<file path="config.mk">
export PLATFORM = sky130hd
export DESIGN_NAME = axi_bridge_mp
export DESIGN_NICKNAME = d
export VERILOG_FILES = /design/src/rtl/axi_pkg.sv /design/src/rtl/rr_arbiter.sv /design/src/rtl/axi_bridge_mp.sv
export SDC_FILE = /design/constraint.sdc
export NUM_CORES = 1
export LEC_CHECK = 0
export ABC_AREA = 1
export CAP_MARGIN = 0
export CELL_PAD_IN_SITES_DETAIL_PLACEMENT = 1
export CELL_PAD_IN_SITES_GLOBAL_PLACEMENT = 1
export CORE_AREA = 2 2 269 271
export CTS_CLUSTER_DIAMETER = 30
export DETAILED_ROUTE_END_ITERATION = 10
export DIE_AREA = 0 0 271 273
export PLACE_DENSITY_LB_ADDON = 0.1
export SYNTH_ARGS = -nofsm -noshare
export SYNTH_HDL_FRONTEND = slang
export SYNTH_SLANG_ARGS = --single-unit
export TNS_END_PERCENT = 10
</file>
<file path="constraint.sdc">
create_clock -name clock -period 6.4 [get_ports clock]
set_input_delay 1.28 -clock clock [delete_from_list [all_inputs] [get_ports clock]]
set_output_delay 1.28 -clock clock [all_outputs]
set_load 0.02 [all_outputs]
</file>
<file path="src/rtl/axi_pkg.sv">
// Shared AXI4 constants, bridge state encoding and the write-strobe helper
// used by the SRAM-like to AXI4 bridge.
package axi_pkg;

  localparam logic [1:0] BURST_INCR  = 2'b01;

  localparam logic [1:0] RESP_OKAY   = 2'b00;
  localparam logic [1:0] RESP_EXOKAY = 2'b01;
  localparam logic [1:0] RESP_SLVERR = 2'b10;
  localparam logic [1:0] RESP_DECERR = 2'b11;

  // Widest strobe bus the bridge supports (DATA_W = 128).
  localparam int unsigned STRB_MAX = 16;

  typedef enum logic [1:0] {
    IDLE = 2'd0,
    ADDR = 2'd1,
    RESP = 2'd2
  } bridge_state_e;

  // Byte-lane mask for a single-beat access of 2^size bytes at the given
  // lane offset; accesses as wide as the bus light every lane.
  function automatic logic [STRB_MAX-1:0] calc_strb(input logic [2:0]  size,
                                                    input logic [3:0]  offset,
                                                    input int unsigned strb_lg);
    logic [31:0] keep;
    logic [31:0] mask;
    keep = (32'd1 << (32'd1 << strb_lg)) - 32'd1;
    if (32'(size) >= strb_lg) begin
      mask = keep;
    end else begin
      mask = ((32'd1 << (32'd1 << size)) - 32'd1) << offset;
    end
    return STRB_MAX'(mask & keep);
  endfunction

endpackage

</file>
<file path="src/rtl/rr_arbiter.sv">
// Combinational round-robin arbiter: grants the first request at or above
// ptr_i, wrapping past the top port.
module rr_arbiter #(
  parameter  int unsigned NUM_PORTS = 2,
  localparam int unsigned IDX_W     = (NUM_PORTS > 1) ? $clog2(NUM_PORTS) : 1
) (
  input  logic [NUM_PORTS-1:0] req_i,
  input  logic [IDX_W-1:0]     ptr_i,
  output logic [NUM_PORTS-1:0] grant_o,
  output logic [IDX_W-1:0]     idx_o
);

  logic             found;
  logic [IDX_W-1:0] slot;

  always_comb begin
    // NOTE: every variable assigned here gets a default first, so no path
    // through the loop can leave one holding its old value (a latch).
    grant_o = '0;
    idx_o   = '0;
    found   = 1'b0;
    slot    = '0;
    for (int unsigned k = 0; k < NUM_PORTS; k++) begin
      slot = IDX_W'((32'(ptr_i) + k) % NUM_PORTS);
      if (!found && req_i[slot]) begin
        found         = 1'b1;
        grant_o[slot] = 1'b1;
        idx_o         = slot;
      end
    end
  end

endmodule

</file>
<file path="src/rtl/axi_bridge_mp.sv">
// Round-robin bridge from NUM_PORTS SRAM-like masters onto one AXI4 master
// port, with a single single-beat transaction in flight at a time.
module axi_bridge_mp
  import axi_pkg::*;
#(
  parameter  int unsigned NUM_PORTS = 2,
  parameter  int unsigned ADDR_W    = 64,
  parameter  int unsigned DATA_W    = 64,
  parameter  int unsigned ID_W      = 4,
  localparam int unsigned STRB_W    = DATA_W / 8
) (
  input  logic                        clock,
  input  logic                        resetn,
  // SRAM-like slave side, one lane per master
  input  logic [NUM_PORTS-1:0]        req,
  input  logic [NUM_PORTS-1:0]        wr,
  input  logic [3*NUM_PORTS-1:0]      size,
  input  logic [ADDR_W*NUM_PORTS-1:0] addr,
  input  logic [DATA_W*NUM_PORTS-1:0] wdata,
  output logic [NUM_PORTS-1:0]        addr_ok,
  output logic [NUM_PORTS-1:0]        data_ok,
  output logic [DATA_W-1:0]           rdata,
  output logic                        resp_err,
  // AXI4 read address
  output logic [ID_W-1:0]             arid,
  output logic [ADDR_W-1:0]           araddr,
  output logic [7:0]                  arlen,
  output logic [2:0]                  arsize,
  output logic [1:0]                  arburst,
  output logic                        arlock,
  output logic [3:0]                  arcache,
  output logic [2:0]                  arprot,
  output logic [3:0]                  arqos,
  output logic                        arvalid,
  input  logic                        arready,
  // AXI4 write address
  output logic [ID_W-1:0]             awid,
  output logic [ADDR_W-1:0]           awaddr,
  output logic [7:0]                  awlen,
  output logic [2:0]                  awsize,
  output logic [1:0]                  awburst,
  output logic                        awlock,
  output logic [3:0]                  awcache,
  output logic [2:0]                  awprot,
  output logic [3:0]                  awqos,
  output logic                        awvalid,
  input  logic                        awready,
  // AXI4 write data
  output logic [DATA_W-1:0]           wdata_axi,
  output logic [STRB_W-1:0]           wstrb,
  output logic                        wlast,
  output logic                        wvalid,
  input  logic                        wready,
  // AXI4 read data
  input  logic [ID_W-1:0]             rid,
  input  logic [DATA_W-1:0]           rdata_axi,
  input  logic [1:0]                  rresp,
  input  logic                        rlast,
  input  logic                        rvalid,
  output logic                        rready,
  // AXI4 write response
  input  logic [ID_W-1:0]             bid,
  input  logic [1:0]                  bresp,
  input  logic                        bvalid,
  output logic                        bready
);

  localparam int unsigned IDX_W = (NUM_PORTS > 1) ? $clog2(NUM_PORTS) : 1;
  localparam int unsigned OFF_W = $clog2(STRB_W);

  bridge_state_e        state_q, state_d;
  logic [IDX_W-1:0]     rr_ptr_q, rr_ptr_d;
  logic                 aw_done_q, aw_done_d;
  logic                 w_done_q, w_done_d;
  logic                 init_q;

  logic [NUM_PORTS-1:0] grant;
  logic [IDX_W-1:0]     g_idx;

  logic [IDX_W-1:0]     g_l;
  logic                 wr_l;
  logic [2:0]           size_l;
  logic [ADDR_W-1:0]    addr_l;
  logic [DATA_W-1:0]    wdata_l;

  logic                 accept;
  logic                 ar_hs, aw_hs, w_hs, resp_hs;
  logic [ID_W-1:0]      id_l;
  logic                 unused_axi;

  rr_arbiter #(
    .NUM_PORTS (NUM_PORTS)
  ) u_arb (
    .req_i   (req),
    .ptr_i   (rr_ptr_q),
    .grant_o (grant),
    .idx_o   (g_idx)
  );

  // init_q holds every handshake output low through the first cycle after reset.
  assign addr_ok = (resetn && init_q && state_q == IDLE) ? grant : '0;
  assign accept  = |(req & addr_ok);

  assign arvalid = resetn && state_q == ADDR && !wr_l;
  assign awvalid = resetn && state_q == ADDR &&  wr_l && !aw_done_q;
  assign wvalid  = resetn && state_q == ADDR &&  wr_l && !w_done_q;
  assign rready  = resetn && state_q == RESP && !wr_l;
  assign bready  = resetn && state_q == RESP &&  wr_l;

  assign ar_hs   = arvalid && arready;
  assign aw_hs   = awvalid && awready;
  assign w_hs    = wvalid  && wready;
  assign resp_hs = (rvalid && rready) || (bvalid && bready);

  always_comb begin
    state_d   = state_q;
    rr_ptr_d  = rr_ptr_q;
    aw_done_d = aw_done_q;
    w_done_d  = w_done_q;
    case (state_q)
      IDLE: begin
        if (accept) begin
          state_d  = ADDR;
          rr_ptr_d = (g_idx == IDX_W'(NUM_PORTS - 1)) ? '0 : g_idx + 1'b1;
        end
      end
      ADDR: begin
        if (!wr_l) begin
          if (ar_hs) state_d = RESP;
        end else begin
          if (aw_hs) aw_done_d = 1'b1;
          if (w_hs)  w_done_d  = 1'b1;
          // AW and W complete independently; leave once both have landed.
          if ((aw_done_q || aw_hs) && (w_done_q || w_hs)) state_d = RESP;
        end
      end
      RESP: begin
        if (resp_hs) begin
          state_d   = IDLE;
          aw_done_d = 1'b0;
          w_done_d  = 1'b0;
        end
      end
      default: state_d = IDLE;
    endcase
  end

  always_ff @(posedge clock) begin
    // NOTE: flops are written with <= so each one samples pre-edge values,
    // independent of statement order.
    if (!resetn) begin
      state_q   <= IDLE;
      rr_ptr_q  <= '0;
      aw_done_q <= 1'b0;
      w_done_q  <= 1'b0;
      init_q    <= 1'b0;
    end else begin
      state_q   <= state_d;
      rr_ptr_q  <= rr_ptr_d;
      aw_done_q <= aw_done_d;
      w_done_q  <= w_done_d;
      init_q    <= 1'b1;
    end
  end

  // NOTE: the request payload has no reset; it is only observed while
  // state_q is ADDR or RESP, which reset already clears.
  always_ff @(posedge clock) begin
    if (accept) begin
      g_l     <= g_idx;
      wr_l    <= wr[g_idx];
      size_l  <= size[32'(g_idx)*3 +: 3];
      addr_l  <= addr[32'(g_idx)*ADDR_W +: ADDR_W];
      wdata_l <= wdata[32'(g_idx)*DATA_W +: DATA_W];
    end
  end

  assign id_l = ID_W'(g_l);

  assign arid    = id_l;
  assign araddr  = addr_l;
  assign arlen   = 8'd0;
  assign arsize  = size_l;
  assign arburst = BURST_INCR;
  assign arlock  = 1'b0;
  assign arcache = 4'd0;
  assign arprot  = 3'd0;
  assign arqos   = 4'd0;

  assign awid    = id_l;
  assign awaddr  = addr_l;
  assign awlen   = 8'd0;
  assign awsize  = size_l;
  assign awburst = BURST_INCR;
  assign awlock  = 1'b0;
  assign awcache = 4'd0;
  assign awprot  = 3'd0;
  assign awqos   = 4'd0;

  assign wdata_axi = wdata_l;
  assign wstrb     = STRB_W'(calc_strb(size_l, 4'(addr_l[OFF_W-1:0]), OFF_W));
  assign wlast     = 1'b1;

  assign data_ok  = resp_hs ? (NUM_PORTS'(1) << g_l) : '0;
  assign rdata    = rdata_axi;
  assign resp_err = resp_hs && (wr_l ? (bresp[1] || bid != id_l)
                                     : (rresp[1] || rid != id_l));

  // Single-beat bursts: rlast carries no information, and resp[0] only
  // separates OKAY/EXOKAY or SLVERR/DECERR, which report identically.
  assign unused_axi = ^{rlast, rresp[0], bresp[0]};

endmodule

</file>
==> results.toml, run 1 <==
[run_status]
status = "finished, final reports clean"

[setup_path]
worst_ep_required_time_ns = 5.12
crit_path_frequent_cell = "clkdlybuf4s50_1"
worst_ep_arrival_time_ns = 3.27
timing.critical_path.to_type = "primary output"
rrSetupSlack_ns = 3.83
setup.worst_path.class = "primary input to primary output"
worst_r2r_endpoint = "araddr[0]$_DFFE_PP_"
crit_chain = "clkdlybuf4s50_1, nand4_1, nand2_1, inv_1, a211oi_1, clkdlybuf4s50_1"
critPathSlowestCell = "clkdlybuf4s50_1"
cp_max_fo = 11
r2r_cells = 5
max_stage_delay_ns = 0.76
reg2reg_from = "rr_ptr_q$_SDFFE_PN0P_"
worst_setup_path_start_kind = "primary input"

[clock_tree]
cts_buffers = 17
clk-insertion-delay-late_ns = 0.48
cts_tree = "done"
postCtsResizedCells = 0
postCtsSetupRepairBufs = 0
clock_tree.buffer_depth = 2
cts_hold_repair.buffers = 0
htree_levels = 4
cts_root_buf = "clkbuf_16"
clk_pin_slew_ns = 0.06
clock_sink_count = 139

[die]
fp.dieArea_sq_um = 73980
die_height_um = 273
std_cell_rows = 98
core_region_area_sq_um = 71000
fp.dieW_um = 271
count_of_pins_on_the_block_boundary = 683
start_util = 0.1089

[drt]
routed_wirelength_mm = 36.16
dr_total_vias = 6810
number_of_detailed_routing_iterations_run_before_antenna_repair = 4
remaining_design_rule_violation_count = 0
wl_per_cell_um = 16.44
drtIter0Drc = 207
drtAntennaViolNets = 0
vias_per_cell = 3.097

[worst_hold_path]
hold_path_end = "rr_ptr_q$_SDFFE_PN0P_"
timing.hold.worst.start = "rr_ptr_q$_SDFFE_PN0P_"
timing.hold.worst.class = "flip-flop to flip-flop"
hold-path-cell-count = 2

[power_and_ir_drop]
powerDensity_nw_per_um2 = 205.4
power_switching_uw = 769.4
comb_power_share = 0.206
ir_drop_worst_case_vdd_v = 0.0001416
clockPowerShare = 0.399
power.internal_mw = 1.953
power.share.switching = 0.2826
static_leak_nw = 5.175
seqPwrFrac = 0.395

[timing]
final.min_clock_period_ns = 4.550
post-route-period-util = 0.7110
slew-limit-headroom = 0.3578
clock-skew-final_ns = 0.01077
timing_max_transition_violations_final = 0
finalHoldViolCount = 0
timing_worst_slew_pin_value_ns = 0.9633
fmax_mhz = 219.8
rsz_0062_raised_after_global_routing = "no"
setup-violations-final = 0
accumulated_negative_setup_slack_ns = 0

[yosys]
synth_compound_area_frac = 0.02006
largest_family_of_logic_cells_by_synthesized_area = "simple AND/OR/NAND/NOR gates"
synth_edf_count = 133
total_of_flip_flops_plus_latches_after_synthesis = 139
synth.yosys.warnings = 0
synth_top_area_frac = 0.5163
synth_fa_ha_area_frac = 0.001618
ys_types = 28
synth_simple_gate_area_share = 0.2389
synth-xor-area-share = 0
yosysSeqAreaShare = 0.5319
synth_top_area_cell = "edfxtp_1"
postSynthCellCount = 878
post_synth_main_area_contributors = "edfxtp_1, nand2_1, buf_4"
avgSynthCellArea_sq_um = 8.810
syn-cell-area_sq_um = 7735
ys_async_sr_fraction = 0
synthMuxAreaShare = 0
synth_top_flop_cell = "edfxtp_1"

[global_route]
first_pass_grt_wire_length_mm = 50.51
grt_pass1_vias = 7133
global_route.usage.met2 = 0.1726
grt_use_met3 = 0.03225
grt.total_usage = 0.09518
initial_antenna_violation_count = 2
grt_most_used_layer = "met2"
global_routing_usage_on_met1 = 0.09902
grt-ovfl-total = 0
grt_start_max_net_pins = 136

[finish]
final_cell_area_sq_um = 13250
fraction_of_layout_instances_using_a_drive_strength_above_1 = 0.03766
relative_area_change_from_synthesis_to_final_layout_pct = 71.32
filler_cell_count = 8229
final_net_count = 1588

[placed_design]
place.port_buffers = 500
globalplace.congestion = 0.7212
post_dp_cell_area_sq_um = 12660
dp_hpwl_mm = 27.34

[flow_run]
maxCapViolations = 0
## worst max-delay path: cells and delay by family
| kind | cells | cell delay (ns) |
|---|---|---|
| buffers and inverters | 3 | 1.49 |
| AND/OR/NAND/NOR | 2 | 0.28 |
| AO/OA/AOI/OAI | 1 | 0.22 |
## how the worst max path moves through the flow
stage,startpoint,end,slack [ns]
2_1_floorplan,req[0],araddr[0]$_DFFE_PP_,0.57
3_3_place_gp,resetn,resp_err,1.80
3_5_place_dp,resetn,resp_err,1.82
6_report,resetn,resp_err,1.85
5_1_grt,resetn,resp_err,1.72
4_1_cts,resetn,resp_err,1.83
## metal layers
| layer | share of wire | vias up | routed length [um] |
|---|---|---|---|
| li1 | - | 3272 | - |
| met1 | 0.37 | 3165 | 13440 |
| met2 | 0.52 | 308 | 18930 |
| met3 | 0.073 | 63 | 2640 |
| met4 | 0.031 | 2 | 1138 |
| met5 | 0.00036 | - | 13 |
## cell usage in the layout (no fill, tap or decap), drive strengths merged
master	instances
a211oi	3
edfxtp	133
clkdlybuf4s50	500
buf	5
a21oi	6
nand4	3
nand2	433
inv	26
bufinv	3
conb	52
diode	1
o211ai	1
nor3	4
o21ai	8
dfxtp	6
o21bai	2
ha	1
o211a	1
a21boi	1
nor2	23
nand3	15
clkinvlp	3
clkinv	2
clkbuf	17
## synthesized netlist by cell type (5+ instances only)
cell type	count
buf_2	17
buf_4	184
clkbuf_1	14
dfxtp_1	6
edfxtp_1	133
inv_1	18
nand2_1	433
nand3_1	14
nor2_1	20
o21ai_0	5
## final cells by class
cell class | count | area, sq um | share of cell area
repair buffers | 505 | 5055 | 0.3815
diodes | 1 | 2.502 | 0.0001888
multi-input cells | 553 | 2218 | 0.1674
flip-flops and latches | 139 | 4114 | 0.3105
inverters | 21 | 81.33 | 0.006137
clock buffers | 17 | 425.4 | 0.03210
well taps | 950 | 1189 | 0.08970
clock inverters | 13 | 166.4 | 0.01256
## through the flow
| stage | hold WS [ns] | worst slack [ns] | cells | util | power, mW |
|---|---|---|---|---|---|
| 3_5_place_dp | 0.5850 | 1.823 | 2168 | 0.1783 | 1.675 |
| 3_3_place_gp | 0.5717 | 1.795 | 2168 | 0.1783 | 1.671 |
| 5_1_grt | 0.6355 | 1.722 | 2199 | 0.1867 | 2.870 |
| 2_1_floorplan | 0.5454 | 0.5740 | 928 | - | 1.429 |
| 4_1_cts | 0.6036 | 1.830 | 2198 | 0.1866 | 2.812 |
| 6_report | 0.5909 | 1.850 | 2199 | 0.1867 | 2.722 |
## power by group through the flow
stage	sequential [mW]	clock, mW	combinational (mW)
after floorplan	1.14	0	0.289
after global placement	1.10	0	0.574
after detailed placement	1.10	0	0.577
after CTS	1.08	1.16	0.578
after global routing	1.08	1.18	0.612
final	1.08	1.09	0.560
## registers in the layout, indices dropped and copies added, names as in the netlist
signal     flops
w_done_q       1
wr_l           1
g_l            1
state_q        2
wdata_axi     64
aw_done_q      1
rr_ptr_q       1
araddr        64
init_q         1
arsize         3
## kinds of logic (layout without fill, tap and decap cells)
logic type / Yosys count / after routing
flip-flops: 139 / 139
AND/OR/NAND/NOR: 478 / 478
buffers and inverters: 236 / 556
adder cells (fa/ha/maj): 1 / 1
AO/OA/AOI/OAI: 22 / 22
other: 2 / 53
No activity file was read; power rests on OpenSTA's default activity.
==> run 2, diff against run 1 <==
Settings changed: CORE_AREA 2 2 269 271 to 2 2 267 269, DIE_AREA 0 0 271 273 to 0 0 269 271.
Clock period 6.4 ns to 4.1 ns, I/O delays scaled along.
==> results.toml, run 2 (synthesized netlist as in run 1, its figures left out) <==
[run_status]
status = "finished, final reports clean"

[global_route]
grt.total_usage = 0.09873
grt_pass1_vias = 7149
initial_antenna_violation_count = 3
first_pass_grt_wire_length_mm = 50.55
grt_start_max_net_pins = 134
grt-ovfl-total = 0

[setup_path]
r2r_cells = 4
critPathSlowestCell = "clkdlybuf4s50_1"
worst_setup_path_start_kind = "flip-flop"
worst_ep_arrival_time_ns = 2.90
timing.critical_path.to_type = "primary output"
crit_path_frequent_cell = "nand2_1"
max_stage_delay_ns = 0.65
worst_r2r_endpoint = "wdata_axi[17]$_DFFE_PP_"
crit_chain = "nor2_2, nand2_1, ha_1, inv_1, nand3_1, nand3_1, nand2_1, o21ai_1, a21boi_0, nand2_1, clkdlybuf4s50_1"
setup.worst_path.class = "flip-flop to primary output"
worst_ep_required_time_ns = 3.28
reg2reg_from = "rr_ptr_q$_SDFFE_PN0P_"
rrSetupSlack_ns = 1.98
cp_max_fo = 5

[timing]
accumulated_negative_setup_slack_ns = 0
clock-skew-final_ns = 0.01134
timing_worst_slew_pin_value_ns = 0.8411
slew-limit-headroom = 0.4393
setup-violations-final = 0
finalHoldViolCount = 0
timing_max_transition_violations_final = 0
whs_ns = 0.5983
rsz_0062_raised_after_global_routing = "no"
post-route-period-util = 0.9074
fmax_mhz = 268.8
final.setup.worst_slack_ns = 0.3795
final.min_clock_period_ns = 3.720

[clock_tree]
cts_tree = "done"
clock_sink_count = 139
postCtsResizedCells = 0
cts_root_buf = "clkbuf_16"
clk-insertion-delay-late_ns = 0.48
cts_hold_repair.buffers = 0
clk_pin_slew_ns = 0.07
postCtsSetupRepairBufs = 0
htree_levels = 4
clock_tree.buffer_depth = 2
cts_buffers = 17

[worst_hold_path]
timing.hold.worst.class = "flip-flop to flip-flop"
timing.hold.worst.start = "rr_ptr_q$_SDFFE_PN0P_"
hold-path-cell-count = 2
hold_path_end = "rr_ptr_q$_SDFFE_PN0P_"

[finish]
layout.cells.most_common = "clkdlybuf4s50_1"
relative_area_change_from_synthesis_to_final_layout_pct = 70.61
fraction_of_layout_instances_using_a_drive_strength_above_1 = 0.03994
final_core_utilization = 0.1891
seq_area_sq_um = 4114
final_cell_area_sq_um = 13200
final_net_count = 1590
final_cell_mix = "clkdlybuf4s50_1, nand2_1, edfxtp_1"
filler_cell_count = 8185
antenna_cells_inserted = 0
multi_input_comb_area_sq_um = 2218
stdcell_count = 2192

[die]
count_of_pins_on_the_block_boundary = 683
fp.dieW_um = 269
std_cell_rows = 97
core_region_area_sq_um = 69790
die_height_um = 271
fp.dieArea_sq_um = 72900
start_util = 0.1108

[power_and_ir_drop]
ir_drop_worst_case_vdd_v = 0.0001611
static_leak_nw = 5.159
totalPowerFinal_mw = 4.069
powerDensity_nw_per_um2 = 308.3

[placed_design]
post_dp_cell_area_sq_um = 12670
dp_worst_setup_slack_ns = 0.6156
globalplace.congestion = 0.7099
dp_hpwl_mm = 27.86
placed_cells = 2160
place.port_buffers = 500

[drt]
vias_per_cell = 3.103
number_of_detailed_routing_iterations_run_before_antenna_repair = 4
dr_total_vias = 6802
remaining_design_rule_violation_count = 0
drtAntennaViolNets = 0
drtIter0Drc = 177
routed_wirelength_mm = 36.44
wl_per_cell_um = 16.62

[flow_run]
maxCapViolations = 0
==> run 2: how the worst max path moves through the flow <==
stage          cells past startpoint           startpoint  slack (ns)                      end
2_1_floorplan                      7               resetn        0.27  state_q[1]$_SDFFE_PN0P_
3_3_place_gp                       6               resetn        0.61                 resp_err
3_5_place_dp                       6               resetn        0.62                 resp_err
4_1_cts                           11  arsize[2]$_DFFE_PP_        0.30                 wstrb[6]
5_1_grt                           11  arsize[2]$_DFFE_PP_        0.07                 wstrb[6]
6_report                          11  arsize[2]$_DFFE_PP_        0.38                 wstrb[6]
==> run 2: power breakdown <==
group	internal [mW]	switching [mW]	leakage [nW]
registers	1.65	0.0329	1.28
clock network	0.769	0.741	0.253
logic	0.448	0.432	3.63
==> run 2: worst max-delay path: cells and delay by family, from the launching register on <==
family	cells	cell delay [ns]
AOI/OAI and AO/OA	2	0.27
adders and majority gates	1	0.25
buffers and inverters	2	0.72
and+or+nand+nor	6	0.71
DFF	1	0.47
==> run 2: final cells by class <==
type | count | area share
Timing Repair Buffer | 507 | 0.3851
Inverter | 21 | 0.006163
Clock inverter | 15 | 0.007490
Tap cell | 940 | 0.08913
Sequential cell | 139 | 0.3117
Clock buffer | 17 | 0.03224
Multi-Input combinational cell | 553 | 0.1681
==> run 2: per-layer routing <==
metal  up-vias  wire, um  global-route usage
met3        64      3309             0.04287
met4         6      1211             0.04474
li1       3272         -                   -
met1      3133     12490             0.09319
met5         -        46                   0
met2       327     19390              0.1820
